<file path="config.mk">
export PLATFORM = sky130hd
export DESIGN_NAME = dcache_arbiter
export DESIGN_NICKNAME = d
export VERILOG_FILES = /design/src/rtl/dcache_arb_pkg.sv /design/src/rtl/dcache_arbiter.sv
export SDC_FILE = /design/constraint.sdc
export NUM_CORES = 1
export LEC_CHECK = 0
export ABC_AREA = 1
export CAP_MARGIN = 20
export CORE_ASPECT_RATIO = 0.7
export CORE_UTILIZATION = 46
export CTS_BUF_LIST = sky130_fd_sc_hd__clkbuf_8
export DETAILED_ROUTE_END_ITERATION = 12
export PLACE_DENSITY = 0.88
export REMOVE_ABC_BUFFERS = 1
export SYNTH_ARGS = -nofsm -noshare
export SYNTH_HDL_FRONTEND = slang
export SYNTH_SLANG_ARGS = --single-unit
</file>
<file path="constraint.sdc">
create_clock -name clk_i -period 3.04 [get_ports clk_i]
set_input_delay 0.608 -clock clk_i [delete_from_list [all_inputs] [get_ports clk_i]]
set_output_delay 0.608 -clock clk_i [all_outputs]
set_load 0.1 [all_outputs]
</file>
<file path="src/rtl/dcache_arb_pkg.sv">
// ----------------------------------------------------------------------------
// dcache_arb_pkg
//   Shared types and constants for the data-cache arbiter.
//   - state_e : access sequencer states (idle, busy on the cache, done/ack)
//   - owner_e : which requester currently owns the cache port
//   - STARVE_LIMIT_DEFAULT : default number of consecutive pipeline grants
//     allowed while the debug port is waiting
// ----------------------------------------------------------------------------
package dcache_arb_pkg;

  typedef enum logic [1:0] {
    ST_IDLE = 2'd0,
    ST_BUSY = 2'd1,
    ST_DONE = 2'd2
  } state_e;

  typedef enum logic {
    OWN_P = 1'b0,
    OWN_D = 1'b1
  } owner_e;

  localparam int STARVE_LIMIT_DEFAULT = 8;

endpackage : dcache_arb_pkg

</file>
<file path="src/rtl/dcache_arbiter.sv">
// ----------------------------------------------------------------------------
// dcache_arbiter
//   Shares one data-cache port between the pipeline writeback stage (P) and a
//   debug/DMA master (D). One access at a time: IDLE -> BUSY -> DONE -> IDLE,
//   so every access takes at least three cycles.
//
//   Configuration macro: DCACHE_ARB_RR_EN
//     undefined : fixed priority P over D, with a starvation counter that
//                 hands the port to D after STARVE_LIMIT consecutive P grants
//                 made while D was waiting.
//     defined   : round-robin; on simultaneous requests the port not granted
//                 last wins. STARVE_LIMIT is then unused.
//
//   Ports
//     clk_i, rst_i            : clock, synchronous active-high reset
//     p_req_i/p_we_i/p_adr_i/p_dat_i, p_dat_o/p_ack_o : pipeline requester
//     d_req_i/d_we_i/d_adr_i/d_dat_i, d_dat_o/d_ack_o : debug requester
//     c_stb_o/c_we_o/c_adr_o/c_dat_o, c_dat_i/c_ack_i : cache master side
//   All outputs are registered.
// ----------------------------------------------------------------------------
module dcache_arbiter
  import dcache_arb_pkg::*;
#(
  parameter int STARVE_LIMIT = STARVE_LIMIT_DEFAULT
) (
  input  logic        clk_i,
  input  logic        rst_i,
  input  logic        p_req_i,
  input  logic        p_we_i,
  input  logic [31:0] p_adr_i,
  input  logic [31:0] p_dat_i,
  output logic [31:0] p_dat_o,
  output logic        p_ack_o,
  input  logic        d_req_i,
  input  logic        d_we_i,
  input  logic [31:0] d_adr_i,
  input  logic [31:0] d_dat_i,
  output logic [31:0] d_dat_o,
  output logic        d_ack_o,
  output logic        c_stb_o,
  output logic        c_we_o,
  output logic [31:0] c_adr_o,
  output logic [31:0] c_dat_o,
  input  logic [31:0] c_dat_i,
  input  logic        c_ack_i
);

  state_e      state_q, state_d;
  owner_e      owner_q, owner_d;
  owner_e      winner;
  logic        c_stb_q, c_stb_d;
  logic        c_we_q, c_we_d;
  logic [31:0] c_adr_q, c_adr_d;
  logic [31:0] c_dat_q, c_dat_d;
  logic [31:0] p_dat_q, p_dat_d;
  logic [31:0] d_dat_q, d_dat_d;
  logic        p_ack_q, p_ack_d;
  logic        d_ack_q, d_ack_d;

`ifdef DCACHE_ARB_RR_EN
  // High when D should win the next tie, i.e. P was granted last.
  logic        prefer_d_q, prefer_d_d;

  function automatic owner_e pick_winner(input logic p_req, input logic d_req,
                                         input logic prefer_d);
    if (p_req && d_req) return prefer_d ? OWN_D : OWN_P;
    if (d_req)          return OWN_D;
    return OWN_P;
  endfunction

  assign winner = pick_winner(p_req_i, d_req_i, prefer_d_q);
`else
  localparam logic [7:0] LIMIT = 8'(STARVE_LIMIT);

  logic [7:0]  starve_cnt_q, starve_cnt_d;

  // D overrides P's fixed priority only once it has been starved LIMIT times.
  function automatic owner_e pick_winner(input logic p_req, input logic d_req,
                                         input logic starved);
    if (d_req && (!p_req || starved)) return OWN_D;
    return OWN_P;
  endfunction

  assign winner = pick_winner(p_req_i, d_req_i, starve_cnt_q == LIMIT);
`endif

  // Next-state logic: the cache-side request is latched on the grant and held
  // untouched through BUSY; cache acks outside BUSY fall through to defaults.
  always_comb begin
    state_d = state_q;
    owner_d = owner_q;
    c_stb_d = c_stb_q;
    c_we_d  = c_we_q;
    c_adr_d = c_adr_q;
    c_dat_d = c_dat_q;
    p_dat_d = p_dat_q;
    d_dat_d = d_dat_q;
    p_ack_d = 1'b0;
    d_ack_d = 1'b0;
`ifdef DCACHE_ARB_RR_EN
    prefer_d_d = prefer_d_q;
`else
    starve_cnt_d = starve_cnt_q;
`endif

    unique case (state_q)
      ST_IDLE: begin
        if (p_req_i || d_req_i) begin
          state_d = ST_BUSY;
          owner_d = winner;
          c_stb_d = 1'b1;
          if (winner == OWN_D) begin
            c_we_d  = d_we_i;
            c_adr_d = d_adr_i;
            c_dat_d = d_dat_i;
          end else begin
            c_we_d  = p_we_i;
            c_adr_d = p_adr_i;
            c_dat_d = p_dat_i;
          end
`ifdef DCACHE_ARB_RR_EN
          prefer_d_d = (winner == OWN_P);
`else
          if (winner == OWN_D) begin
            starve_cnt_d = 8'd0;
          end else if (d_req_i && (starve_cnt_q < LIMIT)) begin
            starve_cnt_d = starve_cnt_q + 8'd1;
          end
`endif
        end
      end

      ST_BUSY: begin
        if (c_ack_i) begin
          state_d = ST_DONE;
          c_stb_d = 1'b0;
          if (owner_q == OWN_D) begin
            d_dat_d = c_dat_i;
            d_ack_d = 1'b1;
          end else begin
            p_dat_d = c_dat_i;
            p_ack_d = 1'b1;
          end
        end
      end

      ST_DONE: begin
        state_d = ST_IDLE;
      end

      default: begin
        state_d = ST_IDLE;
      end
    endcase
  end

  // State register; reset also aborts any access in flight without an ack.
  always_ff @(posedge clk_i) begin
    if (rst_i) begin
      state_q <= ST_IDLE;
      owner_q <= OWN_P;
      c_stb_q <= 1'b0;
      c_we_q  <= 1'b0;
      c_adr_q <= 32'd0;
      c_dat_q <= 32'd0;
      p_dat_q <= 32'd0;
      d_dat_q <= 32'd0;
      p_ack_q <= 1'b0;
      d_ack_q <= 1'b0;
`ifdef DCACHE_ARB_RR_EN
      prefer_d_q <= 1'b0;
`else
      starve_cnt_q <= 8'd0;
`endif
    end else begin
      state_q <= state_d;
      owner_q <= owner_d;
      c_stb_q <= c_stb_d;
      c_we_q  <= c_we_d;
      c_adr_q <= c_adr_d;
      c_dat_q <= c_dat_d;
      p_dat_q <= p_dat_d;
      d_dat_q <= d_dat_d;
      p_ack_q <= p_ack_d;
      d_ack_q <= d_ack_d;
`ifdef DCACHE_ARB_RR_EN
      prefer_d_q <= prefer_d_d;
`else
      starve_cnt_q <= starve_cnt_d;
`endif
    end
  end

  assign c_stb_o = c_stb_q;
  assign c_we_o  = c_we_q;
  assign c_adr_o = c_adr_q;
  assign c_dat_o = c_dat_q;
  assign p_dat_o = p_dat_q;
  assign d_dat_o = d_dat_q;
  assign p_ack_o = p_ack_q;
  assign d_ack_o = d_ack_q;

endmodule : dcache_arbiter

</file>
==> out/summary.log, run 1 <==
qor: floorplanning.dieArea 14110 um2
qor: drt.dr_vias 6728
qor: drt.drt_pre_antenna_iters 5
qor: hold_path.hold_depth 2
qor: power.p_per_area 592.9 nW/um2
qor: cells_and_area.fraction_of_layout_cells_with_a_size_suffix_above_1 0.1579
qor: hold_path.hold_start starve_cnt_q[5]
qor: hold_path.whs_endpoint starve_cnt_q[5]
qor: drt.drc 0
qor: synthesis.syn_avg_cell_area 6.806 um2
qor: worst_setup_path.ordered_cell_list_for_the_critical_path inv_1 > ha_1 > nand3_1 > o21ai_4 > buf_4 > nand3_1 > nand3_1 > a21oi_1
qor: clock_tree.htreeDepth 4
qor: global_routing.antenna_violations_before_repair 0
qor: synthesis.post_synth_inst_count 921
qor: sta.post-route-worst-setup-slack 0.6734 ns
qor: synthesis.ys_top_cells_by_count sky130_fd_sc_hd__nand2_1, sky130_fd_sc_hd__dfxtp_1, sky130_fd_sc_hd__nor2_1
qor: power.sw_frac_of_total 0.3867
qor: global_routing.grt_remaining_overflow 0
qor: sta.timing.final.hold_violations 0
qor: worst_setup_path.crit_top_cell sky130_fd_sc_hd__nand3_1
qor: synthesis.synth_sequential_area_ratio 0.4567
qor: worst_setup_path.worstPathMaxFanout 49
qor: worst_setup_path.critPathCaptureType flip-flop
qor: sta.rsz0062_at_grt false
qor: global_routing.grt_usage 0.2737
qor: global_routing.grt_pass1_vias 6238
qor: worst_setup_path.critPathSlowestCell sky130_fd_sc_hd__buf_4
qor: floorplanning.design.portCount 299
qor: worst_setup_path.cp_slowest_stage_delay 0.56 ns
qor: synthesis.async_reset_ff_frac 0
qor: synthesis.netlist.area_leader.share 0.4567
qor: flow_run.max_cap_check_violation_count 0
qor: power.p_seq_frac 0.373
qor: status.run_status finished clean
qor: floorplanning.die_y 99.67 um
qor: synthesis.synth_edf_count 0
qor: power.net-switching-power 2153 uW
qor: global_routing.grt_first_pass_wirelength 30.62 mm
qor: clock_tree.clk_root_buffer_cell sky130_fd_sc_hd__clkbuf_8
qor: cells_and_area.antenna_fix_cells 0
qor: drt.initialDrtViolationCount 401
qor: cells_and_area.synthToLayoutAreaGrowth 49.80%
qor: clock_tree.clock_buffer_depth 2
qor: floorplanning.num_rows 35
qor: clock_tree.hold_buffers 0
qor: synthesis.yosysWarningCount 0
qor: global_routing.grt_start_max_net_pins 75
qor: placed_design.finalWeightedCongestion 0.8513
qor: clock_tree.clock_tree_from_tritoncts done
qor: worst_setup_path.reg2regPathDepth 8
qor: sta.final-setup-viol-count 0
qor: placed_design.placed_cells_incl_taps 1351
qor: sta.clock-skew-final 0.01341 ns
qor: sta.slew_headroom 0.4487
qor: sta.max_freq 0.4225 GHz
qor: clock_tree.clk_transition_reported_paths 0.08 ns
qor: worst_setup_path.reg2reg_setup_slack 0.67 ns
qor: clock_tree.cts_post_setup_buffers_inserted 0
qor: placed_design.setup_slack_at_placement 0.3864 ns
qor: synthesis.top_cell_type_by_total_area_after_synthesis sky130_fd_sc_hd__dfxtp_1
qor: clock_tree.worst_skew_pair.late_latency 0.43 ns
qor: power.peakVddDrop 0.2809 mV
qor: drt.vias_per_cell 4.868
qor: worst_setup_path.critical_path.reg2reg.startpoint starve_cnt_q[0]
qor: power.combinational_power_share 0.328
qor: floorplanning.core_region_area 13230 um2
qor: placed_design.io_buffer_count 298
qor: hold_path.worstHoldPathType reg -> reg
qor: floorplanning.initial_utilization 0.4740
qor: cells_and_area.fin_nets 1354
qor: worst_setup_path.cp-start-kind flip-flop
qor: synthesis.syn-cell-area 6269 um2
qor: clock_tree.clock_sinks 143
qor: drt.drt.antenna.violating_nets 0
qor: power.power_report.internal_total 3415 uW
qor: synthesis.netlist_top_cells_area sky130_fd_sc_hd__dfxtp_1, sky130_fd_sc_hd__nand3_1, sky130_fd_sc_hd__nand2_1
qor: synthesis.ys_dominant_reg_cell sky130_fd_sc_hd__dfxtp_1
qor: drt.wl_per_instance 14.09 um
qor: worst_setup_path.critPathKind reg -> reg
qor: clock_tree.cts_inserted_buffers 17
qor: floorplanning.dieWidth 141.5 um
qor: clock_tree.cts_resized 0
qor: cells_and_area.fin_cells 1382
qor: synthesis.most_common_cell_in_the_netlist sky130_fd_sc_hd__nand2_1
qor: synthesis.ys_types 22
qor: drt.finalWirelength 19.47 mm
qor: sta.fin_crit 2.367 ns
qor: sta.worst_margin_slew 0.8270 ns
qor: worst_setup_path.critPathRequiredTime 3.32 ns
qor: synthesis.synth-seq-cells 143
qor: worst_setup_path.rr_endpoint c_dat_o[8]
qor: sta.period_utilization_post_route 0.7785
qor: placed_design.dp.final_hpwl 13.36 mm
qor: power.total_leakage_power 0.004557 uW
qor: power.power_frac_clock 0.299
qor: worst_setup_path.worstPathArrival 2.65 ns
qor: sta.report.final.slew_viol_count 0
layout make-up:
cell class | instances | area [um2]
Fill cell | 1148 | 3835
Sequential cell | 143 | 2863
Timing Repair Buffer | 308 | 2743
Multi-Input combinational cell | 571 | 2572
Inverter | 144 | 545.5
Clock buffer | 18 | 247.7
Tap cell | 185 | 231.5
Clock inverter | 13 | 187.7
how the worst max path moves through the flow:
stage	from	to	slack, ns
6_report	starve_cnt_q[0]	c_dat_o[8]	0.67
5_1_grt	starve_cnt_q[0]	c_dat_o[8]	0.55
4_1_cts	starve_cnt_q[0]	c_dat_o[8]	0.69
3_5_place_dp	p_req_i	c_adr_o[4]	0.39
3_3_place_gp	p_req_i	owner_q	0.37
2_1_floorplan	starve_cnt_q[0]	starve_cnt_q[3]	-2.08
cell families after synthesis:
group,count (synthesis),share of synthesized area
buf+inv,207,0.1355
compound gates,139,0.1114
simple gates,430,0.2924
flops,143,0.4567
fa+ha+maj,2,0.003991
stage by stage:
stage	cell area (um2)	setup TNS [ns]	hold WS, ns	total power (uW)	util
after floorplan	5964	-132.91	0.4190	3362	-
after global placement	8955	0	0.4261	3926	0.6771
after detailed placement	8955	0	0.4296	3947	0.6771
after CTS	9390	0	0.4422	5601	0.7100
after global routing	9390	0	0.4588	5783	0.7100
final	9390	0	0.4418	5568	0.7100
per-layer routing:
layer,routed length [um],GRT usage
met5,0,0
met4,629,0.1050
met3,1455,0.07944
met2,9236,0.4585
met1,8151,0.3332
registers in the layout, summed over array words and instances, names as in the netlist:
signal and count:
p_dat_o 32, c_we_o 1, owner_q 1, d_ack_o 1, state_q 2, starve_cnt_q 8, c_adr_o 32, c_stb_o 1
c_dat_o 32, p_ack_o 1, d_dat_o 32
power groups by stage:
stage | logic [uW] | registers (uW) | clock network (uW)
3_5_place_dp | 1830 | 2120 | 0
6_report | 1830 | 2080 | 1660
5_1_grt | 1920 | 2090 | 1780
4_1_cts | 1830 | 2080 | 1690
2_1_floorplan | 338 | 3020 | 0
3_3_place_gp | 1810 | 2110 | 0
layout by cell type, fill, tap and decap left out, drive strengths merged:
cell,netlist,routed
o21ai,68,68
o21a,1,1
nor2,143,143
ha,2,2
bufinv,0,4
a21oi,70,70
dfxtp,143,143
nor3,2,2
or2,2,2
nand4,1,1
inv,143,145
clkdlybuf4s50,0,164
clkbuf,40,18
buf,23,144
clkinv,1,6
nand3,135,135
clkinvlp,0,2
nand2,147,147
critical path, delay by kind of cell (launching register included):
kind	cells	cell delay, ns
flops	1	0.31
buf+inv	2	0.66
compound gates	2	0.59
fa+ha+maj	1	0.17
simple gates	3	0.46
Note: power is estimated with default switching activity, not from simulation.
==> run 2: changes to the inputs <==
--- a/config.mk
+++ b/config.mk
@@ -8,10 +8,10 @@
 export ABC_AREA = 1
 export CAP_MARGIN = 20
 export CORE_ASPECT_RATIO = 0.7
-export CORE_UTILIZATION = 46
+export CORE_UTILIZATION = 38
 export CTS_BUF_LIST = sky130_fd_sc_hd__clkbuf_8
 export DETAILED_ROUTE_END_ITERATION = 12
-export PLACE_DENSITY = 0.88
+export PLACE_DENSITY = 0.77
 export REMOVE_ABC_BUFFERS = 1
 export SYNTH_ARGS = -nofsm -noshare
 export SYNTH_HDL_FRONTEND = slang
==> constraint.sdc (replaced) <==
create_clock -name clk_i -period 2.15 [get_ports clk_i]
set_input_delay 0.43 -clock clk_i [delete_from_list [all_inputs] [get_ports clk_i]]
set_output_delay 0.43 -clock clk_i [all_outputs]
set_load 0.1 [all_outputs]
==> run 2 against run 1 <==
  * Power is 43% higher
  * Critical endpoint is now c_adr_o[19]
  * Largest cell class is now non-clock buffers
  * Core utilization is 10 points lower
  * Count of clock-buffer cells in the layout is 1 lower
  * Sequential share of layout area is 0.59 points lower
==> out/summary.log, run 2 (synthesis results as in run 1) <==
qor: floorplanning.design.portCount 299 [unchanged]
qor: sta.rsz0062_at_grt false [unchanged]
qor: cells_and_area.layout_common_cells sky130_fd_sc_hd__clkdlybuf4s50_1, sky130_fd_sc_hd__buf_4, sky130_fd_sc_hd__nand2_1 [was sky130_fd_sc_hd__clkdlybuf4s50_1, sky130_fd_sc_hd__nand2_1, sky130_fd_sc_hd__dfxtp_1]
qor: cells_and_area.fill_cells 1508 [was 1148]
qor: cells_and_area.fraction_of_layout_cells_with_a_size_suffix_above_1 0.1663 [was 0.1579]
qor: worst_setup_path.rr_endpoint c_adr_o[19] [was c_dat_o[8]]
qor: floorplanning.num_rows 38 [was 35]
qor: clock_tree.clk_root_buffer_cell sky130_fd_sc_hd__clkbuf_8 [unchanged]
qor: global_routing.grt_usage 0.2310 [was 0.2737]
qor: placed_design.io_buffer_count 298 [unchanged]
qor: worst_setup_path.worstPathMaxFanout 49 [unchanged]
qor: cells_and_area.multiInputGateArea 2572 um2 [unchanged]
qor: sta.clock-skew-final 0.01538 ns [was 0.01341 ns]
qor: clock_tree.clock_buffer_depth 2 [unchanged]
qor: sta.report.final.slew_viol_count 0 [unchanged]
qor: placed_design.dp.final_hpwl 13.81 mm [was 13.36 mm]
qor: worst_setup_path.cpLargestDelayFamily simple AND/OR/NAND/NOR gates [was buffers and inverters]
qor: worst_setup_path.crit_top_cell sky130_fd_sc_hd__nand3_1 [unchanged]
qor: worst_setup_path.timing.critical_path.from starve_cnt_q[0] [unchanged]
qor: worst_setup_path.critical_path.reg2reg.startpoint starve_cnt_q[0] [unchanged]
qor: global_routing.grt_remaining_overflow 0 [unchanged]
qor: power.p_per_area 829.1 nW/um2 [was 592.9 nW/um2]
qor: sta.whs 0.4416 ns [was 0.4418 ns]
qor: global_routing.grt_start_max_net_pins 75 [unchanged]
qor: worst_setup_path.critical_path_depth 8 [unchanged]
qor: drt.finalWirelength 19.65 mm [was 19.47 mm]
qor: hold_path.worstHoldPathType reg -> reg [unchanged]
qor: drt.drt_pre_antenna_iters 5 [unchanged]
qor: worst_setup_path.critPathKind reg -> reg [unchanged]
qor: power.peakVddDrop 0.4177 mV [was 0.2809 mV]
qor: global_routing.grt_pass1_vias 6146 [was 6238]
qor: worst_setup_path.reg2reg_setup_slack 0.43 ns [was 0.67 ns]
qor: floorplanning.core_region_area 15790 um2 [was 13230 um2]
qor: clock_tree.clk_transition_reported_paths 0.08 ns [about the same]
qor: sta.sum_of_negative_setup_slack 0 ns [unchanged]
qor: cells_and_area.synthToLayoutAreaGrowth 52.75% [was 49.80%]
qor: clock_tree.clock_sinks 143 [unchanged]
qor: power.total_leakage_power 0.004631 uW [was 0.004557 uW]
qor: floorplanning.die_y 109.5 um [was 99.67 um]
qor: worst_setup_path.critPathSlowestCell sky130_fd_sc_hd__dfxtp_1 [was sky130_fd_sc_hd__buf_4]
qor: drt.drc 0 [unchanged]
qor: worst_setup_path.reg2regPathDepth 8 [unchanged]
qor: sta.slew_headroom 0.4446 [was 0.4487]
qor: cells_and_area.fin_nets 1366 [was 1354]
qor: worst_setup_path.cp_slowest_stage_delay 0.32 ns [was 0.56 ns]
qor: worst_setup_path.worstPathArrival 1.99 ns [was 2.65 ns]
qor: floorplanning.dieArea 17020 um2 [was 14110 um2]
qor: worst_setup_path.worst_setup_path_endpoint c_adr_o[19] [was c_dat_o[8]]
qor: worst_setup_path.cp-start-kind flip-flop [unchanged]
qor: drt.initialDrtViolationCount 442 [was 401]
qor: status.run_status finished clean [unchanged]
qor: clock_tree.cts_resized 0 [unchanged]
qor: drt.vias_per_cell 4.631 [was 4.868]
qor: flow_run.max_cap_check_violation_count 0 [unchanged]
qor: worst_setup_path.worst-path-buf-inv 2 [unchanged]
qor: clock_tree.worst_skew_pair.late_latency 0.42 ns [was 0.43 ns]
qor: worst_setup_path.critPathRequiredTime 2.42 ns [was 3.32 ns]
qor: clock_tree.cts_inserted_buffers 17 [unchanged]
qor: worst_setup_path.critPathCaptureType flip-flop [unchanged]
qor: sta.fin_crit 1.720 ns [was 2.367 ns]
qor: sta.timing.final.hold_violations 0 [unchanged]
qor: floorplanning.initial_utilization 0.3971 [was 0.4740]
qor: placed_design.finalWeightedCongestion 0.8008 [was 0.8513]
qor: cells_and_area.seq_area 2863 um2 [unchanged]
qor: cells_and_area.postLayoutCoreUtil 0.6066 [was 0.7100]
qor: floorplanning.dieWidth 155.5 um [was 141.5 um]
qor: cells_and_area.antenna_fix_cells 0 [unchanged]
qor: clock_tree.clock_tree_from_tritoncts done [unchanged]
qor: global_routing.grt_first_pass_wirelength 31.08 mm [was 30.62 mm]
qor: drt.wl_per_instance 13.75 um [was 14.09 um]
qor: global_routing.antenna_violations_before_repair 0 [unchanged]
qor: sta.period_utilization_post_route 0.8002 [was 0.7785]
qor: cells_and_area.final_common_cell sky130_fd_sc_hd__clkdlybuf4s50_1 [unchanged]
qor: clock_tree.htreeDepth 4 [unchanged]
qor: sta.max_freq 0.5813 GHz [was 0.4225 GHz]
qor: sta.worst_margin_slew 0.8332 ns [was 0.8270 ns]
qor: clock_tree.hold_buffers 0 [unchanged]
qor: sta.final-setup-viol-count 0 [unchanged]
qor: drt.drt.antenna.violating_nets 0 [unchanged]
qor: clock_tree.cts_post_setup_buffers_inserted 0 [unchanged]
qor: drt.dr_vias 6617 [was 6728]
qor: worst_setup_path.ordered_cell_list_for_the_critical_path inv_1 > ha_1 > nand3_1 > o21ai_4 > buf_12 > nand3_1 > nand3_1 > a21oi_1 [was inv_1 > ha_1 > nand3_1 > o21ai_4 > buf_4 > nand3_1 > nand3_1 > a21oi_1]
==> run 2: worst min-delay path by stage <==
stage	startpoint	endpoint	depth (start not counted)
floorplan	starve_cnt_q[5]	starve_cnt_q[5]	2
global placement	starve_cnt_q[7]	starve_cnt_q[7]	2
detailed placement	starve_cnt_q[6]	starve_cnt_q[6]	2
CTS	d_req_i	starve_cnt_q[3]	5
global route	d_req_i	starve_cnt_q[3]	5
finish	starve_cnt_q[4]	starve_cnt_q[4]	2
==> run 2: per-layer routing <==
layer	track usage	routed length [um]	vias to the layer above
li1	-	-	3415
met1	0.2896	8830	2973
met2	0.3863	9164	203
met3	0.06740	1296	26
met4	0.06863	358	0
met5	0	0	-
==> run 2: area by class of cell <==
| type | count | area share |
|---|---|---|
| clock inverters | 14 | 0.02117 |
| inverters | 144 | 0.05697 |
| well taps | 220 | 0.02875 |
| repair buffers | 320 | 0.3011 |
| flip-flops and latches | 143 | 0.2990 |
| multi-input cells | 571 | 0.2687 |
| clock buffers | 17 | 0.02443 |
==> run 2: where the power goes <==
group | leakage (uW) | total [uW] | switching, uW | internal (uW)
combinational | 0.00324 | 2630 | 1900 | 732
clock | 0.000218 | 2370 | 1090 | 1280
sequential | 0.00117 | 2930 | 96.9 | 2840
total | 0.00463 | 7940 | 3090 | 4850
==> run 2: worst register-to-register path, stage by stage (launching register included) <==
cell	delay (ns)
sky130_fd_sc_hd__dfxtp_1	0.32
sky130_fd_sc_hd__inv_1	0.11
sky130_fd_sc_hd__ha_1	0.16
sky130_fd_sc_hd__nand3_1	0.15
sky130_fd_sc_hd__o21ai_4	0.24
sky130_fd_sc_hd__buf_12	0.26
sky130_fd_sc_hd__nand3_1	0.16
sky130_fd_sc_hd__nand3_1	0.12
sky130_fd_sc_hd__a21oi_1	0.06
==> run 2: stage by stage <==
| stage | total power (uW) | cells | worst slack (ns) | area, um2 |
|---|---|---|---|---|
| detailed placement | 5631 | 1398 | 0.09886 | 9139 |
| floorplan | 4754 | 858 | -2.970 | 5964 |
| CTS | 8011 | 1429 | 0.4304 | 9575 |
| global route | 8277 | 1429 | 0.2980 | 9575 |
| global placement | 5614 | 1398 | 0.1399 | 9139 |
| finish | 7939 | 1429 | 0.4297 | 9575 |
==> run 3: changes to the inputs <==
--- a/config.mk
+++ b/config.mk
@@ -8,10 +8,10 @@
 export ABC_AREA = 1
 export CAP_MARGIN = 20
 export CORE_ASPECT_RATIO = 0.7
-export CORE_UTILIZATION = 38
+export CORE_UTILIZATION = 42
 export CTS_BUF_LIST = sky130_fd_sc_hd__clkbuf_8
 export DETAILED_ROUTE_END_ITERATION = 12
-export PLACE_DENSITY = 0.77
+export PLACE_DENSITY = 0.81
 export REMOVE_ABC_BUFFERS = 1
 export SYNTH_ARGS = -nofsm -noshare
 export SYNTH_HDL_FRONTEND = slang
==> constraint.sdc (replaced) <==
create_clock -name clk_i -period 1.65 [get_ports clk_i]
set_input_delay 0.33 -clock clk_i [delete_from_list [all_inputs] [get_ports clk_i]]
set_output_delay 0.33 -clock clk_i [all_outputs]
set_load 0.1 [all_outputs]
==> run 3 against run 2 <==
  * Critical endpoint is now c_dat_o[29]
  * Non-clock buffer count increased by 10
  * Via count increased by 5.2%
  * Final cell count decreased by 1.4%
  * Clock skew decreased by 0.0023 ns
  * Sequential power increased by 35%
  * Count of clock-buffer cells in the layout unchanged
  * First-iteration DRC count decreased by 4.8%
  * Wire length increased by 11%
  * Maximum frequency increased by 6.7%
  * Critical path depth increased by 1
==> out/summary.log, run 3 (synthesis results as in run 1) <==
qor: worst_setup_path.critPathRequiredTime 1.96 ns [was 2.42 ns]
qor: placed_design.post_dp_cell_area 10880 um2 [was 9139 um2]
qor: cells_and_area.fill_cells 953 [was 1508]
qor: cells_and_area.final_common_cell sky130_fd_sc_hd__clkdlybuf4s50_1 [unchanged]
qor: sta.fin_crit 1.613 ns [was 1.720 ns]
qor: floorplanning.design.portCount 299 [unchanged]
qor: cells_and_area.synthToLayoutAreaGrowth 82.53% [was 52.75%]
qor: clock_tree.hold_buffers 0 [unchanged]
qor: sta.report.final.slew_viol_count 0 [unchanged]
qor: drt.dr_vias 6963 [was 6617]
qor: cells_and_area.antenna_fix_cells 0 [unchanged]
qor: global_routing.groute.layer.met2.usage 0.4779 [was 0.3863]
qor: drt.drc 0 [unchanged]
qor: floorplanning.initial_utilization 0.4404 [was 0.3971]
qor: status.run_status finished clean [unchanged]
qor: hold_path.hold_start rst_i [was starve_cnt_q[4]]
qor: placed_design.finalWeightedCongestion 0.8821 [was 0.8008]
qor: clock_tree.htreeDepth 4 [unchanged]
qor: drt.wl_per_instance 15.48 um [was 13.75 um]
qor: global_routing.grt_pass1_vias 6833 [was 6146]
qor: sta.final-setup-viol-count 0 [unchanged]
qor: placed_design.io_buffer_count 298 [unchanged]
qor: sta.clock-skew-final 0.01303 ns [was 0.01538 ns]
qor: sta.period_utilization_post_route 0.9773 [was 0.8002]
qor: floorplanning.dieWidth 148.0 um [was 155.5 um]
qor: clock_tree.worst_skew_pair.late_latency 0.44 ns [was 0.42 ns]
qor: cells_and_area.fin_nets 1376 [was 1366]
qor: global_routing.global_route.usage.met1 0.3361 [was 0.2896]
qor: cells_and_area.fraction_of_layout_cells_with_a_size_suffix_above_1 0.1813 [was 0.1663]
qor: worst_setup_path.reg2reg_setup_slack 0.04 ns [was 0.43 ns]
qor: sta.whs 0.3975 ns [was 0.4416 ns]
qor: drt.vias_per_cell 4.942 [was 4.631]
qor: worst_setup_path.cp-start-kind flip-flop [unchanged]
qor: drt.finalWirelength 21.81 mm [was 19.65 mm]
qor: clock_tree.cts_inserted_buffers 17 [unchanged]
qor: clock_tree.clk_root_buffer_cell sky130_fd_sc_hd__clkbuf_8 [unchanged]
qor: sta.slew_headroom 0.7625 [was 0.4446]
qor: worst_setup_path.rr_endpoint c_dat_o[29] [was c_adr_o[19]]
qor: cells_and_area.layout_common_cells sky130_fd_sc_hd__clkdlybuf4s50_1, sky130_fd_sc_hd__buf_12, sky130_fd_sc_hd__nand2_1 [was sky130_fd_sc_hd__clkdlybuf4s50_1, sky130_fd_sc_hd__buf_4, sky130_fd_sc_hd__nand2_1]
qor: worst_setup_path.worstPathMaxFanout 8 [was 49]
qor: global_routing.grt.busiest_layer met2 [unchanged]
qor: floorplanning.dieArea 15430 um2 [was 17020 um2]
qor: worst_setup_path.worstPathArrival 1.92 ns [was 1.99 ns]
qor: floorplanning.die_y 104.2 um [was 109.5 um]
qor: placed_design.dp.final_hpwl 15.41 mm [was 13.81 mm]
qor: sta.max_freq 0.6201 GHz [was 0.5813 GHz]
qor: worst_setup_path.reg2regPathDepth 9 [was 8]
qor: drt.drt.antenna.violating_nets 0 [unchanged]
qor: global_routing.grt_first_pass_wirelength 34.27 mm [was 31.08 mm]
qor: cells_and_area.design_area 11440 um2 [was 9575 um2]
qor: clock_tree.clock_tree_from_tritoncts done [unchanged]
qor: floorplanning.core_region_area 14230 um2 [was 15790 um2]
qor: drt.initialDrtViolationCount 421 [was 442]
qor: hold_path.whs_endpoint p_ack_o [was starve_cnt_q[4]]
qor: floorplanning.num_rows 36 [was 38]
qor: global_routing.grt_use_met3 0.07807 [was 0.06740]
qor: hold_path.worstHoldPathType in -> reg [was reg -> reg]
qor: global_routing.grt_start_max_net_pins 75 [unchanged]
qor: cells_and_area.seq_area 2865 um2 [was 2863 um2]
qor: power.p_per_area 966.1 nW/um2 [was 829.1 nW/um2]
qor: power.peakVddDrop 0.6966 mV [was 0.4177 mV]
qor: worst_setup_path.critPathKind reg -> reg [unchanged]
qor: global_routing.antenna_violations_before_repair 0 [unchanged]
qor: power.total_leakage_power 0.005139 uW [was 0.004631 uW]
qor: flow_run.max_cap_check_violation_count 0 [unchanged]
qor: global_routing.grt_remaining_overflow 0 [unchanged]
qor: clock_tree.clk_transition_reported_paths 0.09 ns [was 0.08 ns]
qor: sta.worst_margin_slew 0.3562 ns [was 0.8332 ns]
qor: clock_tree.clock_buffer_depth 2 [unchanged]
qor: hold_path.hold_depth 3 [was 2]
qor: sta.timing.final.hold_violations 0 [unchanged]
qor: cells_and_area.multiInputGateArea 2619 um2 [was 2572 um2]
qor: worst_setup_path.critPathCaptureType flip-flop [unchanged]
qor: drt.drt_pre_antenna_iters 4 [was 5]
qor: clock_tree.clock_sinks 143 [unchanged]
qor: worst_setup_path.critical_path.reg2reg.startpoint starve_cnt_q[1] [was starve_cnt_q[0]]
qor: global_routing.grt_usage 0.2809 [was 0.2310]
[run 3: cell types whose count changed in the layout (fill, tap and decap cells not counted), sizes merged]
cell,change
clkinv,-1
clkbuf,+2
clkinvlp,+2
bufinv,-1
buf,+8
[run 3: layout make-up]
cell class                 count  area share
clock buffer                  17     0.02045
clock inverter                14     0.01586
inverter                     144     0.04768
multi-input combinational    571      0.2289
sequential                   143      0.2504
tap                          190     0.02078
timing repair buffer         330      0.4160
[run 3: worst max-delay path: stages, from the launching register on]
cell and delay, ns:
sky130_fd_sc_hd__dfxtp_2 0.34, sky130_fd_sc_hd__inv_2 0.09, sky130_fd_sc_hd__ha_4 0.16, sky130_fd_sc_hd__nand3_4 0.08, sky130_fd_sc_hd__o21ai_4 0.25, sky130_fd_sc_hd__buf_6 0.18, sky130_fd_sc_hd__clkbuf_16 0.16, sky130_fd_sc_hd__nand3_1 0.09
sky130_fd_sc_hd__nand3_1 0.10, sky130_fd_sc_hd__a21oi_1 0.06
[run 3: how the worst max path moves through the flow]
stage	start	endpoint	slack [ns]	cells after the start
4_1_cts	starve_cnt_q[1]	c_dat_o[22]	0.04	9
3_5_place_dp	p_req_i	c_dat_o[22]	-0.19	7
5_1_grt	starve_cnt_q[1]	c_dat_o[6]	-0.04	9
2_1_floorplan	starve_cnt_q[0]	starve_cnt_q[3]	-3.47	7
3_3_place_gp	p_req_i	starve_cnt_q[3]	-0.17	6
6_report	starve_cnt_q[1]	c_dat_o[29]	0.04	9
[run 3: metal layers]
layer  share of wire  up-vias
li1                -     3440
met1            0.41     3247
met2            0.50      237
met3           0.067       39
met4           0.024        0
met5               0        -
[run 3: per-stage QoR]
step                      instances    util  TNS, ns  worst slack (ns)  power, uW
final                          1409  0.8039        0           0.03741      11050
after global routing           1409  0.8039  -0.2506          -0.03840      11490
after CTS                      1405  0.7948        0           0.03896      11080
after detailed placement       1372  0.7646   -8.543           -0.1890       8105
after global placement         1372  0.7646   -7.272           -0.1653       8043
after floorplan                 858       -  -256.11            -3.470       6194
[run 3: power breakdown]
| part | switching (uW) | internal [uW] |
|---|---|---|
| clock | 1470 | 1520 |
| combinational | 2530 | 1590 |
| sequential | 253 | 3700 |
| total | 4250 | 6800 |
[run 3: what timing repair did]
action | 4_1_cts | 5_1_grt
setup buffers | 2 | 1
gates resized for setup | 0 | 16
endpoints found under the setup margin | 65 | 71
hold endpoints to repair | 0 | 0
cloned | 0 | 3
pin swaps | 1 | 6
